$ cat src/rtl/piso_arb_ctrl.sv
// Two-requester round-robin arbiter feeding a parallel-in/serial-out shifter.
// Frames go out LSB-first with valid/last framing, followed by GAP idle cycles.
module piso_arb_ctrl #(
  parameter int WIDTH = 4,
  parameter int GAP   = 1
) (
  input  logic             clk,
  input  logic             rst,
  input  logic             req0_valid,
  input  logic [WIDTH-1:0] req0_data,
  output logic             req0_ready,
  input  logic             req1_valid,
  input  logic [WIDTH-1:0] req1_data,
  output logic             req1_ready,
  output logic             sout,
  output logic             sout_valid,
  output logic             sout_last,
  output logic             busy,
  output logic             grant_id
);

  // state    | meaning
  // ST_IDLE  | arbitrating; ready offered to the selected requester
  // ST_SHIFT | shifting the granted word out, one bit per clock
  // ST_GAP   | idle spacing after a frame before the next grant
  typedef enum logic [1:0] {
    ST_IDLE  = 2'd0,
    ST_SHIFT = 2'd1,
    ST_GAP   = 2'd2
  } state_t;

  localparam int BCW    = ($clog2(WIDTH) < 1) ? 1 : $clog2(WIDTH);
  localparam int GCW    = ($clog2(GAP + 1) < 1) ? 1 : $clog2(GAP + 1);
  localparam int GAP_M1 = (GAP > 0) ? GAP - 1 : 0;

  localparam logic [BCW-1:0] BIT_LAST = BCW'(WIDTH - 1);
  localparam logic [GCW-1:0] GAP_LAST = GCW'(GAP_M1);

  state_t           state;
  logic [WIDTH-1:0] shreg;
  logic [BCW-1:0]   bit_cnt;
  logic [GCW-1:0]   gap_cnt;
  logic             ptr;

  logic any_valid;
  logic sel;
  logic in_idle;
  logic in_shift;

  // Single valid requester wins outright; contention falls back to ptr.
  always_comb begin
    sel = ptr;
    if (req0_valid && !req1_valid) sel = 1'b0;
    else if (!req0_valid && req1_valid) sel = 1'b1;
  end

  assign any_valid = req0_valid | req1_valid;
  assign in_idle   = (state == ST_IDLE);
  assign in_shift  = (state == ST_SHIFT);

  // Readies are masked during reset so every output reads 0 while rst is high.
  assign req0_ready = !rst && in_idle && any_valid && !sel;
  assign req1_ready = !rst && in_idle && any_valid &&  sel;

  assign sout       = in_shift & shreg[0];
  assign sout_valid = in_shift;
  assign sout_last  = in_shift && (bit_cnt == BIT_LAST);
  assign busy       = !in_idle;

  always_ff @(posedge clk or posedge rst) begin
    if (rst) begin
      state    <= ST_IDLE;
      shreg    <= '0;
      bit_cnt  <= '0;
      gap_cnt  <= '0;
      ptr      <= 1'b0;
      grant_id <= 1'b0;
    end else begin
      case (state)
        ST_IDLE: begin
          if (any_valid) begin
            shreg    <= sel ? req1_data : req0_data;
            grant_id <= sel;
            ptr      <= ~sel;
            bit_cnt  <= '0;
            state    <= ST_SHIFT;
          end
        end
        ST_SHIFT: begin
          shreg <= shreg >> 1;
          if (bit_cnt == BIT_LAST) begin
            bit_cnt <= '0;
            if (GAP > 0) begin
              gap_cnt <= '0;
              state   <= ST_GAP;
            end else begin
              state <= ST_IDLE;
            end
          end else begin
            bit_cnt <= bit_cnt + BCW'(1);
          end
        end
        ST_GAP: begin
          if (gap_cnt == GAP_LAST) begin
            gap_cnt <= '0;
            state   <= ST_IDLE;
          end else begin
            gap_cnt <= gap_cnt + GCW'(1);
          end
        end
        default: state <= ST_IDLE;
      endcase
    end
  end

endmodule

$ cat config.mk
export PLATFORM = sky130hd
export DESIGN_NAME = piso_arb_ctrl
export DESIGN_NICKNAME = d
export VERILOG_FILES = /design/src/rtl/piso_arb_ctrl.sv
export SDC_FILE = /design/constraint.sdc
export NUM_CORES = 1
export LEC_CHECK = 0
export CAP_MARGIN = 20
export CORE_UTILIZATION = 44
export CTS_CLUSTER_DIAMETER = 100
export DETAILED_ROUTE_END_ITERATION = 10
export HOLD_SLACK_MARGIN = 0.1
export PLACE_DENSITY = 0.76
export SETUP_SLACK_MARGIN = 0.05
export SLEW_MARGIN = 5
export SYNTH_ARGS = -nofsm -noshare
export SYNTH_HDL_FRONTEND = slang
export SYNTH_SLANG_ARGS = --single-unit
$ cat constraint.sdc
create_clock -name clk -period 1.2 [get_ports clk]
set_input_delay 0.12 -clock clk [delete_from_list [all_inputs] [get_ports clk]]
set_output_delay 0.12 -clock clk [all_outputs]
set_load 0.01 [all_outputs]
==> results by stage <==
Run status:
- The flow ran to the end, but the final reports show violations.
- The final reports fail on negative setup slack.

STA:
- Clock skew on the completed layout was measured at 0.00595 ns.
- The final cycle utilization of the critical path is 129%.
- Across all setup checks in the final design, the least slack found is -0.354 ns.
- The summed negative setup slack over all endpoints is -3.27 ns.
- The upper clock frequency limit is 0.644 GHz.
- The actual transition at the worst max-transition pin is 0.254 ns.
- The worst-case headroom to the max-slew limit is 82.9%.
- The max-slew violation total from the final report was 0.
- The minimum period implied by the final worst setup slack is 1.55 ns.
- Setup violations remaining at the end of the flow were counted as 15.
- Setup repair after global routing could not meet its margin everywhere.
- The final hold violation count is 0.
- The worst hold-check slack is 0.273 ns.

Drt:
- The number of DRC markers after the initial detailed-route iteration is 47.
- The final route contains 825 vias.
- After detailed routing, the total wire length is 2.92 mm.
- The highest metal layer carrying signal wires in the routed design is met4.
- The number of vias per cell after detailed routing is 6.71.
- The wire length per cell after detailed routing is 23.7 microns.
- The count of nets left with antenna violations once routing finished came out at 0.
- In the final routing, the length of wire on met1 measures 1.03 mm.
- In the detailed route, the total length drawn on met2 is 1.40 mm.
- The total iterations of the first detailed-routing run is 4.
- For this run, design rule violations remaining after detail routing come to 0.
- Summed over all nets, wire length on met3 after detailed routing comes to 309 microns.

Finish:
- Cells fill 89.8% of the core in the end.
- The footprint of the flip-flops and latches is 250 sq um.
- Compared with the post-synthesis result, the final layout area differs by 91.4%.
- The number of fillers in the final layout is 52.
- The area taken by multi-input logic gates is 432 sq um.
- Of the cells placed in the final design, the portion with a size suffix greater than 1 is 61.1%.
- The number of nets in the final layout is 122.
- The final antenna diode count is 0.

Synth:
- The synthesized net count is 75.
- Counting flops and latches in the post-synthesis netlist gives 10.
- The async set-reset flop share out of synthesis is 100%.
- The post-synthesis average cell area is 9.85 sq um.
- The biggest area consumer among synthesized cells is sky130_fd_sc_hd__dfrtp_1.
- The distinct cell type count of the synthesized netlist is 25.
- Summed over its instances, the top area cell type makes up 41.0% of the synthesized netlist area.
- In the synthesized netlist the dominant register cell turns out to be sky130_fd_sc_hd__dfrtp_1.
- For this run, the register share of the synthesized area comes to 41.0%.
- The cell with the most instances after synthesis is sky130_fd_sc_hd__dfrtp_1.
- The synthesized netlist cell count is 62.
- Ranked by total cell area, the synthesized netlist is headed by sky130_fd_sc_hd__dfrtp_1, sky130_fd_sc_hd__o2111ai_1, sky130_fd_sc_hd__and2_2.
- After synthesis, the most frequently instantiated cells are sky130_fd_sc_hd__dfrtp_1, sky130_fd_sc_hd__o2111ai_1, sky130_fd_sc_hd__and2_2.
- After synthesis the cells add up to 611 sq um.
- The Yosys step of the flow raised 0 warnings.
- In this run, synthesis inferred 0 flip-flops with an integrated enable.

Die:
- The floorplan step set the die width to 39.3 microns.
- After floorplanning, the core was sized to cover 1300 sq um.
- The floorplan row count is 13.
- In this run the vertical extent of the chip is 39.3 microns.
- The starting density of the core is 46.9%.
- The overall die area is 1540 sq um.
- 19 I/O pins were placed.

Critical path:
- The setup slack of the worst register-to-register path is -0.32 ns.
- The startpoint of the most critical register-to-register path is state[0]$_DFFE_PP0P_.
- Along the worst path, the maximum fanout reaches 5.
- The category of the worst setup path launch point is a flop.
- The worst setup path is captured at a primary output.
- Counting cells, the worst reg-to-reg path comes to 6.
- The endpoint identified for the worst register-to-register timing path is shreg[0]$_DFFE_PP0P_.
- The critical path is of the reg -> out type.
- The required time of the worst setup path is 1.08 ns.
- The arrival time of the worst setup path is 1.43 ns.

Power:
- In this run switching power makes up 42.7% of total power.
- Sequential cells account for 21.3% of the total power.
- The design draws 3120 uW.
- Across the VDD grid, the largest voltage drop is 1.95 mV.
- Combinational logic is responsible for 68.2% of the overall power.
- The leakage component of the power is 0.000542 uW.
- The clock group share of total power is 10.5%.
- Internal power comes to 1790 uW.
- The analysis attributes to net switching a power of 1330 uW.
- In this run the power density over the cells is 2670 nW/um^2.

Placed design:
- The count of buffers added on input and output ports is 18.
- At the end of routability-driven placement, the weighted congestion stood at 0.805.
- The detailed placement HPWL is 1.26 mm.
- Before CTS, the worst setup slack after placement is -0.688 ns.

Clocking:
- The clock reaches the later pin of the worst-skew pair after 0.28 ns.
- The clock transition at the registers of the reported paths is 0.08 ns.
- The number of clock buffers added by TritonCTS is 3.
- The total number of H-tree levels is 1.
- TritonCTS built the clock tree.
- The tree is rooted in a sky130_fd_sc_hd__clkbuf_4.
- The deepest clock path buffer count is 2.
- The clock net in this run drives a total of 10 sinks.

Worst hold path:
- In this run the worst hold path is classified as in -> async.

Global route:
- The via count of the first global-routing pass is 754.
- The initial antenna violation count is 0.
- Entering global routing, the biggest net connects 11 pins.
- The sum of overflow across all layers after global routing is 0.
- The combined global-route utilization of all metal layers is 35.6%.
- The first global-routing pass estimated 3.51 mm of wire.

Job:
- The max-capacitance violation count is 0.
kinds of logic (layout without fill, tap and decap cells):
group	count (synthesis)	after routing	share of synthesized area, %
flip-flops	10	10	41.0
AND/OR/NAND/NOR	18	18	18.2
adder cells (fa/ha/maj)	2	2	3.89
buffers and inverters	10	56	9.22
AO/OA/AOI/OAI	22	22	27.7
worst max-delay path, stage by stage, from the launching register on:
cell and delay (ns):
sky130_fd_sc_hd__dfrtp_1 0.43, sky130_fd_sc_hd__buf_6 0.14, sky130_fd_sc_hd__or2b_4 0.27, sky130_fd_sc_hd__inv_4 0.08
sky130_fd_sc_hd__and2_4 0.14, sky130_fd_sc_hd__buf_6 0.09
per-layer routing:
layer / vias up / track usage, %
met3: 32 / 7.95
met4: 0 / 20.7
met5: - / 0
li1: 329 / -
met1: 388 / 38.3
met2: 76 / 62.9
power by group through the flow:
stage	Sequential, uW	Combinational (uW)	Clock [uW]
after floorplan	579	630	0
after global placement	577	1250	0
after detailed placement	586	1280	0
after CTS	620	1710	313
after global routing	679	2230	348
final	665	2130	329
metrics by stage:
stage / std cells / area [sq um]
6_report: 123 / 1170
3_5_place_dp: 111 / 936
3_3_place_gp: 111 / 936
4_1_cts: 120 / 1080
2_1_floorplan: 62 / 616
5_1_grt: 123 / 1170
area by class of cell:
cell class	instances	share of cell area [%]
Multi-Input combinational cell	42	36.9
Timing Repair Buffer	46	34.4
Sequential cell	10	21.4
Clock buffer	4	3.10
Inverter	6	2.57
Tap cell	15	1.61
flip-flops by register name, indices dropped and copies added, names as in the netlist:
| register | flops |
|---|---|
| bit_cnt | 2 |
| state | 2 |
| shreg | 4 |
| ptr | 1 |
| grant_id | 1 |
what timing repair did:
action                                  in CTS  in global routing
resized for setup                           56                 17
pin swaps                                   10                 10
setup buffers                                6                  9
cloned                                       1                  0
endpoints found under the hold margin        0                  0
hold buffers                                 0                  0
endpoints found under the setup margin      17                 16
worst max-delay path by stage:
stage / to / cells past startpoint / start / slack [ns]
floorplan: shreg[0]$_DFFE_PP0P_ / 4 / state[0]$_DFFE_PP0P_ / 0.06
global placement: req1_ready / 5 / req0_valid / -0.59
detailed placement: req0_ready / 5 / req0_valid / -0.69
CTS: sout / 5 / state[1]$_DFFE_PP0P_ / -0.31
global route: sout / 5 / state[0]$_DFFE_PP0P_ / -0.38
finish: sout / 5 / state[1]$_DFFE_PP0P_ / -0.35
layout by cell type (no fill, tap or decap):
cell type,n
sky130_fd_sc_hd__inv_1,3
sky130_fd_sc_hd__nand2_1,1
sky130_fd_sc_hd__ha_1,1
sky130_fd_sc_hd__a21o_1,1
sky130_fd_sc_hd__dfrtp_1,10
sky130_fd_sc_hd__buf_4,21
sky130_fd_sc_hd__a21oi_4,1
sky130_fd_sc_hd__a221oi_4,1
sky130_fd_sc_hd__dlygate4sd2_1,3
sky130_fd_sc_hd__buf_2,3
sky130_fd_sc_hd__and2_2,3
sky130_fd_sc_hd__and2_4,3
sky130_fd_sc_hd__o2111ai_1,8
sky130_fd_sc_hd__nor2_4,1
sky130_fd_sc_hd__o31ai_4,2
sky130_fd_sc_hd__a31oi_2,1
sky130_fd_sc_hd__o21ai_2,3
sky130_fd_sc_hd__o211ai_1,1
sky130_fd_sc_hd__nand2_4,1
sky130_fd_sc_hd__nand3_1,3
sky130_fd_sc_hd__clkbuf_4,3
sky130_fd_sc_hd__o21ai_1,1
sky130_fd_sc_hd__clkdlybuf4s50_1,9
sky130_fd_sc_hd__or2b_4,1
sky130_fd_sc_hd__and3_1,1
sky130_fd_sc_hd__maj3_2,1
sky130_fd_sc_hd__nand2_2,2
sky130_fd_sc_hd__clkbuf_8,1
sky130_fd_sc_hd__inv_4,3
sky130_fd_sc_hd__nor3_4,2
sky130_fd_sc_hd__a21boi_2,1
sky130_fd_sc_hd__a221oi_2,2
sky130_fd_sc_hd__buf_6,10
Power figures use the tool's default switching activity.
